[config.mk]
export PLATFORM = sky130hd
export DESIGN_NAME = cmd_bridge_flat
export DESIGN_NICKNAME = d
export VERILOG_FILES = /design/src/rtl/cmd_bridge_pkg.sv /design/src/rtl/cmd_bridge_if.sv /design/src/rtl/cmd_bridge_hdr.sv /design/src/rtl/cmd_bridge.sv /design/src/flat_wrapper.sv
export SDC_FILE = /design/constraint.sdc
export NUM_CORES = 1
export LEC_CHECK = 0
export CAP_MARGIN = 20
export CORE_ASPECT_RATIO = 0.6
export CORE_MARGIN = 2
export CORE_UTILIZATION = 49
export CTS_CLUSTER_DIAMETER = 100
export CTS_CLUSTER_SIZE = 14
export DETAILED_ROUTE_END_ITERATION = 7
export PLACE_DENSITY = 0.76
export RECOVER_POWER = 50
export SLEW_MARGIN = 20
export SYNTH_ARGS = -nofsm -noshare
export SYNTH_HDL_FRONTEND = slang
export SYNTH_HIERARCHICAL = 1
export SYNTH_SLANG_ARGS = --single-unit
[constraint.sdc]
create_clock -name i_clk -period 2.5 [get_ports i_clk]
set_clock_uncertainty 0.05 [all_clocks]
set_input_delay 0.375 -clock i_clk [delete_from_list [all_inputs] [get_ports i_clk]]
set_output_delay 0.375 -clock i_clk [all_outputs]
set_load 0.05 [all_outputs]
[src/rtl/cmd_bridge_pkg.sv]
// cmd_bridge_pkg: command ids, status codes,
// FSM encodings and header sizing helper.
package cmd_bridge_pkg;

    typedef enum logic [3:0] {
        CMD_RESET     = 4'd0,
        CMD_READ      = 4'd1,
        CMD_WRITE     = 4'd2,
        CMD_REG_READ  = 4'd3,
        CMD_REG_WRITE = 4'd4
    } cmd_id_e;

    localparam logic [7:0] STS_OK      = 8'h00;
    localparam logic [7:0] STS_BAD_ID  = 8'hEE;
    localparam logic [7:0] STS_BAD_REG = 8'hEF;

    typedef logic [3:0] state_t;

    localparam state_t ST_HDR      = 4'd0;
    localparam state_t ST_DECODE   = 4'd1;
    localparam state_t ST_RESET    = 4'd2;
    localparam state_t ST_RD_ISSUE = 4'd3;
    localparam state_t ST_RD_DATA  = 4'd4;
    localparam state_t ST_WR_DATA  = 4'd5;
    localparam state_t ST_RESP     = 4'd6;

    function automatic int hdr_bytes(input int addr_w, input int len_w);
        return (4 + addr_w + len_w + 7) / 8;
    endfunction

endpackage

[src/rtl/cmd_bridge_if.sv]
// cmd_bridge_if: host byte streams plus the
// byte-wide memory bus of the command bridge.
interface cmd_bridge_if #(
    parameter int ADDR_W = 14
);
    logic              in_valid;
    logic              in_ready;
    logic [7:0]        in_data;
    logic              out_valid;
    logic              out_ready;
    logic [7:0]        out_data;
    logic              mem_req;
    logic              mem_we;
    logic [ADDR_W-1:0] mem_addr;
    logic [7:0]        mem_wdata;
    logic [7:0]        mem_rdata;

    modport master (
        output in_valid, in_data, out_ready, mem_rdata,
        input  in_ready, out_valid, out_data,
        input  mem_req, mem_we, mem_addr, mem_wdata
    );

    modport slave (
        input  in_valid, in_data, out_ready, mem_rdata,
        output in_ready, out_valid, out_data,
        output mem_req, mem_we, mem_addr, mem_wdata
    );
endinterface

[src/rtl/cmd_bridge_hdr.sv]
// cmd_bridge_hdr: collects little-endian header
// bytes and presents the decoded fields.
module cmd_bridge_hdr
    import cmd_bridge_pkg::*;
#(
    parameter int ADDR_W = 14,
    parameter int LEN_W  = 14
) (
    input  logic              i_clk,
    input  logic              i_rst_n,
    input  logic              i_take,
    input  logic [7:0]        i_data,
    output logic              o_last,
    output logic              o_hdr_valid,
    output logic [3:0]        o_id,
    output logic [ADDR_W-1:0] o_addr,
    output logic [LEN_W-1:0]  o_len
);
    localparam int NB = hdr_bytes(ADDR_W, LEN_W);
    localparam int HW = NB * 8;
    localparam int CW = (NB > 1) ? $clog2(NB) : 1;

    logic [CW-1:0] cnt_q;
    logic [HW-1:0] hdr_q;

    assign o_last = i_take && (cnt_q == CW'(NB - 1));
    assign o_len  = hdr_q[LEN_W-1:0];
    assign o_addr = hdr_q[LEN_W +: ADDR_W];
    assign o_id   = hdr_q[LEN_W+ADDR_W +: 4];

    // Store each accepted byte at its slot; pulse valid after the last.
    always_ff @(posedge i_clk or negedge i_rst_n) begin
        if (!i_rst_n) begin
            cnt_q       <= '0;
            hdr_q       <= '0;
            o_hdr_valid <= 1'b0;
        end else begin
            o_hdr_valid <= o_last;
            if (i_take) begin
                for (int b = 0; b < NB; b++) begin
                    if (cnt_q == CW'(b)) hdr_q[b*8 +: 8] <= i_data;
                end
                cnt_q <= o_last ? '0 : cnt_q + CW'(1);
            end
        end
    end

endmodule

[src/rtl/cmd_bridge.sv]
// cmd_bridge: byte-stream command engine driving
// burst memory access and a small register file.
module cmd_bridge
    import cmd_bridge_pkg::*;
#(
    parameter int ADDR_W   = 14,
    parameter int LEN_W    = 14,
    parameter int NUM_REGS = 4
) (
    input  logic                  i_clk,
    input  logic                  i_rst_n,
    cmd_bridge_if.slave           bus,
    output logic [8*NUM_REGS-1:0] o_regs,
    output logic                  o_dev_rst,
    output logic                  o_busy
);
    state_t            state_q;
    logic [ADDR_W-1:0] addr_q;
    logic [LEN_W:0]    rem_q;
    logic [7:0]        out_q;
    logic              rd_first_q;

    logic              h_last;
    logic              h_valid;
    logic [3:0]        h_id;
    logic [ADDR_W-1:0] h_addr;
    logic [LEN_W-1:0]  h_len;

    logic              take_hdr;
    logic              wr_fire;
    logic              last_byte;
    logic              reg_hit;
    logic [7:0]        reg_rd;

    assign take_hdr  = bus.in_valid && bus.in_ready && (state_q == ST_HDR);
    assign wr_fire   = (state_q == ST_WR_DATA) && bus.in_valid;
    assign last_byte = rem_q == (LEN_W+1)'(1);

    assign bus.in_ready  = i_rst_n &&
                           (state_q == ST_HDR || state_q == ST_WR_DATA);
    assign bus.out_valid = (state_q == ST_RD_DATA) || (state_q == ST_RESP);
    assign bus.out_data  = (state_q == ST_RD_DATA && rd_first_q) ?
                           bus.mem_rdata : out_q;
    assign bus.mem_req   = (state_q == ST_RD_ISSUE) || wr_fire;
    assign bus.mem_we    = wr_fire;
    assign bus.mem_addr  = addr_q;
    assign bus.mem_wdata = wr_fire ? bus.in_data : 8'h00;
    assign o_dev_rst     = state_q == ST_RESET;
    assign o_busy        = state_q != ST_HDR;

    cmd_bridge_hdr #(
        .ADDR_W (ADDR_W),
        .LEN_W  (LEN_W)
    ) u_hdr (
        .i_clk       (i_clk),
        .i_rst_n     (i_rst_n),
        .i_take      (take_hdr),
        .i_data      (bus.in_data),
        .o_last      (h_last),
        .o_hdr_valid (h_valid),
        .o_id        (h_id),
        .o_addr      (h_addr),
        .o_len       (h_len)
    );

    // Register index range check and read mux.
    always_comb begin
        reg_hit = h_addr < ADDR_W'(NUM_REGS);
        reg_rd  = 8'h00;
        for (int i = 0; i < NUM_REGS; i++) begin
            if (h_addr == ADDR_W'(i)) reg_rd = o_regs[i*8 +: 8];
        end
    end

    // Command FSM: dispatch, burst sequencing and status responses.
    always_ff @(posedge i_clk or negedge i_rst_n) begin
        if (!i_rst_n) begin
            state_q    <= ST_HDR;
            addr_q     <= '0;
            rem_q      <= '0;
            out_q      <= 8'h00;
            rd_first_q <= 1'b0;
            o_regs     <= '0;
        end else begin
            unique case (state_q)
                ST_HDR: begin
                    if (h_last) state_q <= ST_DECODE;
                end
                ST_DECODE: begin
                    if (h_valid) begin
                        addr_q <= h_addr;
                        rem_q  <= {1'b0, h_len} + (LEN_W+1)'(1);
                        unique case (1'b1)
                            (h_id == CMD_RESET):
                                state_q <= ST_RESET;
                            (h_id == CMD_READ):
                                state_q <= ST_RD_ISSUE;
                            (h_id == CMD_WRITE):
                                state_q <= ST_WR_DATA;
                            (h_id == CMD_REG_READ): begin
                                out_q   <= reg_hit ? reg_rd : STS_BAD_REG;
                                state_q <= ST_RESP;
                            end
                            (h_id == CMD_REG_WRITE): begin
                                for (int i = 0; i < NUM_REGS; i++) begin
                                    if (h_addr == ADDR_W'(i))
                                        o_regs[i*8 +: 8] <= 8'(h_len);
                                end
                                out_q   <= reg_hit ? STS_OK : STS_BAD_REG;
                                state_q <= ST_RESP;
                            end
                            default: begin
                                out_q   <= STS_BAD_ID;
                                state_q <= ST_RESP;
                            end
                        endcase
                    end
                end
                ST_RESET: begin
                    o_regs  <= '0;
                    out_q   <= STS_OK;
                    state_q <= ST_RESP;
                end
                ST_RD_ISSUE: begin
                    rd_first_q <= 1'b1;
                    state_q    <= ST_RD_DATA;
                end
                ST_RD_DATA: begin
                    if (rd_first_q) begin
                        out_q      <= bus.mem_rdata;
                        rd_first_q <= 1'b0;
                    end
                    if (bus.out_ready) begin
                        if (last_byte) begin
                            state_q <= ST_HDR;
                        end else begin
                            rem_q   <= rem_q - (LEN_W+1)'(1);
                            addr_q  <= addr_q + ADDR_W'(1);
                            state_q <= ST_RD_ISSUE;
                        end
                    end
                end
                ST_WR_DATA: begin
                    if (bus.in_valid) begin
                        rem_q  <= rem_q - (LEN_W+1)'(1);
                        addr_q <= addr_q + ADDR_W'(1);
                        if (last_byte) begin
                            out_q   <= STS_OK;
                            state_q <= ST_RESP;
                        end
                    end
                end
                ST_RESP: begin
                    if (bus.out_ready) state_q <= ST_HDR;
                end
                default: state_q <= ST_HDR;
            endcase
        end
    end

endmodule

[src/flat_wrapper.sv]
// flat-port wrapper written by rule: the top's interface ports become plain ports
module cmd_bridge_flat import cmd_bridge_pkg::*;
#(
    parameter int ADDR_W   = 14,
    parameter int LEN_W    = 14,
    parameter int NUM_REGS = 4
)
  (i_clk, i_rst_n, o_regs, o_dev_rst, o_busy, bus_in_valid, bus_in_data, bus_out_ready, bus_mem_rdata, bus_in_ready, bus_out_valid, bus_out_data, bus_mem_req, bus_mem_we, bus_mem_addr, bus_mem_wdata);
  cmd_bridge_if #(.ADDR_W(ADDR_W)) bus_i ();
  input  logic i_clk;
  input  logic i_rst_n;
  output logic [8*NUM_REGS-1:0] o_regs;
  output logic o_dev_rst;
  output logic o_busy;
  input wire logic [$bits(bus_i.in_valid)-1:0] bus_in_valid;
  input wire logic [$bits(bus_i.in_data)-1:0] bus_in_data;
  input wire logic [$bits(bus_i.out_ready)-1:0] bus_out_ready;
  input wire logic [$bits(bus_i.mem_rdata)-1:0] bus_mem_rdata;
  output wire logic [$bits(bus_i.in_ready)-1:0] bus_in_ready;
  output wire logic [$bits(bus_i.out_valid)-1:0] bus_out_valid;
  output wire logic [$bits(bus_i.out_data)-1:0] bus_out_data;
  output wire logic [$bits(bus_i.mem_req)-1:0] bus_mem_req;
  output wire logic [$bits(bus_i.mem_we)-1:0] bus_mem_we;
  output wire logic [$bits(bus_i.mem_addr)-1:0] bus_mem_addr;
  output wire logic [$bits(bus_i.mem_wdata)-1:0] bus_mem_wdata;
  assign bus_i.in_valid = bus_in_valid;
  assign bus_i.in_data = bus_in_data;
  assign bus_i.out_ready = bus_out_ready;
  assign bus_i.mem_rdata = bus_mem_rdata;
  assign bus_in_ready = bus_i.in_ready;
  assign bus_out_valid = bus_i.out_valid;
  assign bus_out_data = bus_i.out_data;
  assign bus_mem_req = bus_i.mem_req;
  assign bus_mem_we = bus_i.mem_we;
  assign bus_mem_addr = bus_i.mem_addr;
  assign bus_mem_wdata = bus_i.mem_wdata;
  cmd_bridge #(.ADDR_W(ADDR_W), .LEN_W(LEN_W), .NUM_REGS(NUM_REGS)) u_core (.i_clk(i_clk), .i_rst_n(i_rst_n), .bus(bus_i), .o_regs(o_regs), .o_dev_rst(o_dev_rst), .o_busy(o_busy));
endmodule
==> summary.txt, run 1 <==
Yosys
  • Post-synthesis cell area: 5861 µm²
  • Mapped Nets: ~640
  • Distinct cells, synth: 57
  • Post-synth EDFFs: 0
  • Post-Synth Simple-Gate Area: 18.70%
  • Compound-Gate Fraction of Synth Area: 15.63%
  • Adder-Cell Fraction of Synth Area: 1.708%
  • Flops & latches, synth: 108
  • Mux contribution to synthesized area: about an eighth
  • Ys Warns: 6
  • Mean area per synthesized cell: 9.608 µm²
  • FFs w/ async S/R, synth: 100.0%
  • Post-synthesis sequential area ratio: 46.11%
  • Top FF cell, synth: dfrtp_1
  • Synth Area in XOR/XNOR: 1.793%
  • Combinational family with the most area after synthesis: simple AND/OR/NAND/NOR gates
  • Mapped Cells: 610

Timing
  • Fin crit period: about 2400 ps
  • Max-slew headroom: 0.9063%
  • Final Hold Vio Count: 0
  • Setup Total Neg Slack: 0 ps
  • Slew at the pin with the worst max-slew slack: 1486 ps
  • Setup violations, final: 0
  • RSZ-0062 raised after global routing: false
  • Tcrit/Tclk final: a little over nine tenths
  • Max Fclk: 419.5 MHz
  • Fin. max-slew vios: 0

Placement
  • Port Buf Inserts: 87
  • Gpl congestion: 0.8864
  • Detailed placement HPWL: 12,160 µm

Clock network
  • H-Tree Level Count: 3
  • Sink Count: 108
  • TritonCTS Buffers: 9
  • Clk buf depth: 2
  • Clock-pin slew on the worst setup and hold paths: 70 ps
  • CTS tree: done
  • Clk_lat worst skew: approximately 360 ps
  • Root buf cell: clkbuf_16

Critical path
  • CP bufs+invs: 3
  • Worst EP required: about 2100 ps
  • Worst-path cell with the longest stage delay: dfrtp_2
  • CP Data Arrival Time: 1960 ps
  • Crit path max fanout: 10
  • R2R depth: 6
  • Crit start category: flip-flop
  • Reg2reg end: u_core/o_regs[26]
  • Reg-to-Reg Start: u_core/u_hdr/hdr_q[22]
  • Cell Chain, Critical Path: buf_4, nor2b_2, and3_1, buf_4, and2_1, buf_12
  • CP max stage delay: around 470 ps
  • Reg2Reg Setup Slack: 160 ps
  • Cell mode on critical path: buf_4
  • Crit path max-delay family: simple AND/OR/NAND/NOR gates
  • Crit. End Element: output pin
  • Critical path class: flip-flop to output pin

Global route
  • First-pass GRT wire length: approximately 27,000 µm
  • Grt ovf: 0
  • Initial antenna violation count: 0
  • Pin count of the biggest net entering global routing: 109
  • Tot GR Track Use: 26.48%
  • Number of global-route vias before repair: between 4,000 and 5,000

Worst hold path
  • Worst Hold Launch: u_core/o_regs[11]
  • Hold crit path type: flip-flop to flip-flop
  • Hold path cells: 2
  • Worst Hold End: u_core/o_regs[11]

Power
  • Total Power: 10.78 mW
  • Sw Ratio: roughly 50%
  • Combinational fraction of design power: a little over half
  • P_leak: 3.120 nW
  • Clock share of power: 13.1%
  • Reported net switching power: roughly 5.3 mW
  • Worst vdd ir: approximately 0.6 mV
  • Cell-internal power: 5.497 mW
  • PD cells: 1454 nW/µm²
  • Reg power frac: between 30 and 40%

Die
  • Die area: 12,880 µm²
  • Rows: 30
  • Core ar.: 11,490 µm²
  • Top Ports: around 90
  • Height of the die: between 80 and 90 µm
  • Initial Utilization: around 51%
  • Die Wd: 145.2 µm

Detailed routing
  • Antenna Violating Nets Remaining: 0
  • Violation count after the first detailed-route iteration: ~470
  • Routed WL: 16,590 µm
  • DRC violations left: 0
  • Drt via density: 5.972
  • Avg WL per Cell: 19.27 µm
  • Vias: 5,142
  • First-pass iteration count of the detailed router: 5

Outcome
  • Status: finished clean

Cells and area
  • Filler Cell Count: 924
  • Layout cells sized above 1: 19.54%
  • ANT cells: 0
  • Synth-to-Final Area Change: 26.52%
  • Net count, final: about 720

Flow run
  • Max Cap Violations: 0
## sequential cells by signal, summed over array words and instances (netlist names)
| register | count |
|---|---|
| u_core/u_hdr/hdr_q | 32 |
| u_core/o_regs | 32 |
| u_core/u_hdr/cnt_q | 2 |
| u_core/out_q | 8 |
| u_core/rem_q | 15 |
| u_core/bus.mem_addr | 14 |
| u_core/state_q | 3 |
| u_core/u_hdr/o_hdr_valid | 1 |
| u_core/rd_first_q | 1 |
## cells in the mapped netlist, types with 3 or more instances
| cell | instances | share of area, % |
|---|---|---|
| xnor2_1 | 6 | 0.90 |
| a22oi_1 | 7 | 0.90 |
| nand4_1 | 5 | 0.53 |
| mux4_2 | 4 | 1.5 |
| nand3_1 | 20 | 1.7 |
| mux2i_1 | 4 | 0.68 |
| nand2_1 | 66 | 4.2 |
| and4_1 | 4 | 0.60 |
| nand2b_1 | 4 | 0.43 |
| nor4_1 | 5 | 0.53 |
| xor2_1 | 6 | 0.90 |
| nor3_1 | 10 | 0.85 |
| nor4b_1 | 4 | 0.60 |
| o211ai_1 | 4 | 0.51 |
| a31oi_1 | 7 | 0.75 |
| inv_1 | 12 | 0.77 |
| nor2b_1 | 7 | 0.75 |
| nor2_1 | 39 | 2.5 |
| buf_4 | 3 | 0.38 |
| o22ai_1 | 9 | 0.96 |
| o21ai_0 | 64 | 5.5 |
| dfrtp_1 | 108 | 46 |
| mux2_2 | 54 | 10 |
| clkbuf_1 | 20 | 1.3 |
| and2_1 | 19 | 2.0 |
| and3_1 | 8 | 0.85 |
| nor3b_1 | 4 | 0.51 |
| buf_2 | 9 | 0.77 |
| a21oi_1 | 51 | 4.4 |
| nand3b_1 | 3 | 0.38 |
| ha_1 | 8 | 1.7 |
| nand2_2 | 4 | 0.43 |
## cell usage in the layout, fill, tap and decap left out, drive strengths merged, types with 4 or more instances in the layout
cell type | synthesis | final
xor2 | 6 | 6
dlygate4sd3 | 0 | 9
clkdlybuf4s50 | 0 | 56
and2 | 19 | 19
and4 | 4 | 4
mux4 | 4 | 4
o21ai | 66 | 66
a21oi | 53 | 53
mux2i | 4 | 4
nor4b | 4 | 4
xnor2 | 6 | 6
o211ai | 4 | 4
nor4 | 7 | 7
nor2 | 39 | 39
nor3 | 10 | 10
inv | 12 | 14
nand2 | 70 | 70
nor3b | 5 | 5
and3 | 8 | 8
nand3 | 20 | 20
nor2b | 7 | 7
nand2b | 4 | 4
a22oi | 7 | 7
a31oi | 7 | 7
ha | 8 | 8
mux2 | 54 | 54
buf | 14 | 41
dfrtp | 108 | 108
clkbuf | 20 | 12
o22ai | 9 | 9
nand4 | 5 | 5
## worst register-to-register path: cells and delay by family, from the launching register on
| kind | cells | cell delay, ps |
|---|---|---|
| simple gates | 3 | 1020 |
| flops | 1 | 410 |
| mux | 1 | 360 |
| buf+inv | 1 | 200 |
| compound gates | 1 | 180 |
## per-stage QoR
| step | hold slack [ps] | util [%] | instances | instance area (µm²) | setup slack [ps] |
|---|---|---|---|---|---|
| floorplan | 29.41 | - | 610 | 5884 | 26.60 |
| global placement | 439.3 | 61.88 | 844 | 7108 | 108.3 |
| detailed placement | 445.4 | 61.88 | 844 | 7108 | 1.569 |
| CTS | 100.4 | 64.48 | 860 | 7406 | 19.62 |
| global route | 471.7 | 64.55 | 861 | 7415 | 7.302 |
| finish | 450.9 | 64.55 | 861 | 7415 | 116.3 |
## timing repair
action / 4_1_cts / 5_1_grt
endpoints found under the setup margin: 8 / 46
setup buffers: 0 / 1
hold buffers: 0 / 0
gates resized for setup: 1 / 9
## worst max path at each step
stage | startpoint | end | slack (ps) | depth (start not counted)
finish | u_core/state_q[1] | bus_mem_wdata[5] | 120 | 6
global route | u_core/u_hdr/hdr_q[22] | u_core/o_regs[26] | 7 | 6
global placement | bus_in_valid | u_core/state_q[1] | 110 | 11
CTS | u_core/state_q[1] | bus_mem_wdata[7] | 20 | 6
detailed placement | bus_in_valid | u_core/state_q[1] | 2 | 11
floorplan | u_core/state_q[2] | u_core/state_q[1] | 30 | 13
## kinds of logic after synthesis
| group | after synthesis |
|---|---|
| simple gates | 213 |
| flops | 108 |
| mux | 62 |
| fa+ha+maj | 8 |
| xor+xnor | 12 |
| compound gates | 161 |
| buf+inv | 46 |
## power groups by stage
| stage | sequential, mW | clock (mW) | combinational, mW |
|---|---|---|---|
| floorplan | 4.24 | 0 | 3.01 |
| global placement | 3.42 | 0 | 5.69 |
| global route | 3.58 | 1.50 | 6.32 |
| detailed placement | 3.47 | 0 | 5.83 |
| CTS | 3.44 | 1.43 | 5.86 |
| finish | 3.48 | 1.41 | 5.89 |
## routing by layer
metal  up-vias  global-route usage, %  part of all wire, %
met5         -                      0                    0
met4         0                  6.061                  1.3
met3        23                  7.732                  9.6
met2       236                  39.00                   43
met1      2519                  38.91                   46
li1       2364                      -                    -
## area by class of cell
type	instances	area, µm²	area share, %
clock buffers	9	225.2	3.037
clock inverters	7	71.32	0.9619
inverters	12	45.04	0.6075
multi-input cells	456	3008	40.57
flip-flops and latches	108	2704	36.47
well taps	160	200.2	2.700
repair buffers	109	1161	15.66
No activity file was read; power rests on OpenSTA's default activity.
==> run 2: changes to the inputs <==
CAP_MARGIN = 10   (was 20)
CORE_MARGIN = not set   (was 2)
SLEW_MARGIN = not set   (was 20)
==> run 2 against run 1 <==
  * First-iteration DRC count up 19%
  * Fmax down 2.3%
  * Combinational power up 0.8%
  * Via count up 1.9%
  * Register-to-register slack about the same
  * Sequential power about the same
  * Global-route usage up 1.8 points
  * Die area down 3.6%
  * Final cell count unchanged
  * Largest power group unchanged
  * Routed wire length up 1.0%
  * Highest routed layer unchanged
  * Clock-buffer cell count unchanged
==> summary.txt, run 2 (synthesis gave the netlist of run 1 again) <==
Outcome
  • Status: finished clean

Detailed routing
  • Violation count after the first detailed-route iteration: 555
  • DRC violations left: 0
  • Avg WL per Cell: between 15 and 20 µm
  • Routed WL: approximately 17,000 µm
  • First-pass iteration count of the detailed router: 5
  • Drt via density: between 6 and 7
  • Vias: 5,238
  • Antenna Violating Nets Remaining: 0

Die
  • Top Ports: 88
  • Core ar.: 11,490 µm²
  • Die Wd: 143.2 µm
  • Rows: 30
  • Die area: ~12,000 µm²
  • Height of the die: roughly 87 µm
  • Initial Utilization: 51.02%

Cells and area
  • Reg area: 2703 µm²
  • Commonest non-fill, non-tap cells in the layout: 108 x dfrtp_1, 69 x nand2_1, 64 x o21ai_0
  • Synth-to-Final Area Change: 26.96%
  • Commonest non-fill, non-tap cell in the layout: dfrtp_1
  • Final Util: 64.78%
  • Filler Cell Count: 930
  • Layout cells sized above 1: 19.54%
  • Multi-input logic area: 3018 µm²
  • Biggest regs: u_core/o_regs: 32 flops, u_core/u_hdr/hdr_q: 32 flops, u_core/rem_q: 15 flops
  • Fin area: 7441 µm²
  • ANT cells: 0
  • Net count, final: 724
  • Finished Layout Cells: approximately 860

Global route
  • Tot GR Track Use: ~28%
  • Global routing's busiest layer: met1
  • Met3 Use GR: 5.028%
  • First-pass GRT wire length: around 27,000 µm
  • Initial antenna violation count: 0
  • Pin count of the biggest net entering global routing: 57
  • M2 GR Usage: 42.00%
  • M1 GR Usage: 42.96%
  • Grt ovf: 0
  • Number of global-route vias before repair: 4,906

Timing
  • Slew at the pin with the worst max-slew slack: approximately 1500 ps
  • Setup violations, final: 0
  • Final Hold Vio Count: 0
  • Final hold slack: 471.7 ps
  • RSZ-0062 raised after global routing: false
  • Final setup margin: 59.20 ps
  • Fin crit period: between 2000 and 2500 ps
  • Max-slew headroom: 2.321%
  • Fin. max-slew vios: 0
  • Max Fclk: 409.7 MHz
  • Setup Total Neg Slack: 0 ps
  • Tcrit/Tclk final: 97.63%

Critical path
  • Worst EP required: ~2100 ps
  • Crit path max fanout: 9
  • Crit start category: flip-flop
  • CP Data Arrival Time: ~2000 ps
  • Crit. End Element: output pin
  • Critical path class: flip-flop to output pin

Placement
  • Gpl congestion: 0.9000
  • Pre-CTS WS: 31.88 ps
  • Area post-placement: around 7000 µm²
  • Placed insts: around 850
  • Port Buf Inserts: 87
  • Detailed placement HPWL: 12,260 µm

Clock network
  • Sink Count: ~110
  • Clk_lat worst skew: 360 ps
  • CTS tree: done
  • Clock-pin slew on the worst setup and hold paths: about 80 ps
  • Clk buf depth: 2
  • Root buf cell: clkbuf_16
  • H-Tree Level Count: 3
  • TritonCTS Buffers: 9

Power
  • Reported net switching power: roughly 5.3 mW
  • Worst vdd ir: 0.6641 mV
  • Cell-internal power: 5.606 mW
  • Combinational fraction of design power: 54.4%
  • P_leak: 3.117 nW
  • Total Power: around 11 mW
  • Sw Ratio: 48.67%
  • Clock share of power: 13.8%
  • PD cells: 1468 nW/µm²
  • Reg power frac: 31.8%

Flow run
  • Max Cap Violations: 0

Worst hold path
  • Hold crit path type: flip-flop to flip-flop
## run 2: path summary, 6_finish.rpt
| kind | slack, ps | depth (start not counted) | startpoint | to |
|---|---|---|---|---|
| max in group asynchronous | 900 | 2 | i_rst_n | u_core/bus.mem_addr[2] |
| setup reg to reg | 150 | 6 | u_core/u_hdr/hdr_q[27] | u_core/o_regs[26] |
| min in group asynchronous | 530 | 2 | i_rst_n | u_core/out_q[3] |
| hold / removal | 470 | 2 | u_core/o_regs[14] | u_core/o_regs[14] |
| hold reg to reg | 470 | 2 | u_core/o_regs[14] | u_core/o_regs[14] |
| setup / recovery | 60 | 7 | u_core/state_q[1] | bus_mem_wdata[7] |
## run 2: final cells by class
class / instances / area share, %
timing repair buffer: 109 / 15.54
multi-input combinational: 456 / 40.56
inverter: 12 / 0.6053
tap: 160 / 2.690
sequential: 108 / 36.32
clock inverter: 7 / 1.261
clock buffer: 9 / 3.027
## run 2: power groups by stage
| stage | combinational (mW) | sequential [mW] | clock, mW |
|---|---|---|---|
| final | 5.94 | 3.47 | 1.51 |
| after floorplan | 3.01 | 4.24 | 0 |
| after CTS | 5.88 | 3.44 | 1.53 |
| after detailed placement | 5.85 | 3.46 | 0 |
| after global placement | 5.71 | 3.40 | 0 |
| after global routing | 6.33 | 3.57 | 1.60 |
## run 2: layer usage
metal  routed length [µm]  vias to the layer above
met3                 1362                       15
met2                 7416                      256
met4                  158                        0
li1                     -                     2383
met1                 7819                     2584
met5                    0                        -
## run 2: repair_timing
action                                  4_1_cts  5_1_grt
endpoints found under the setup margin        8       38
hold buffers                                  0        0
setup buffers                                 0        0
resized for setup                             3        9
## run 2: critical path: stages (launching register included)
cell and delay (ps):
dfrtp_1 430, buf_4 180, buf_4 180, nor2b_4 140
and3_4 210, buf_6 150, and2_1 210, buf_12 150
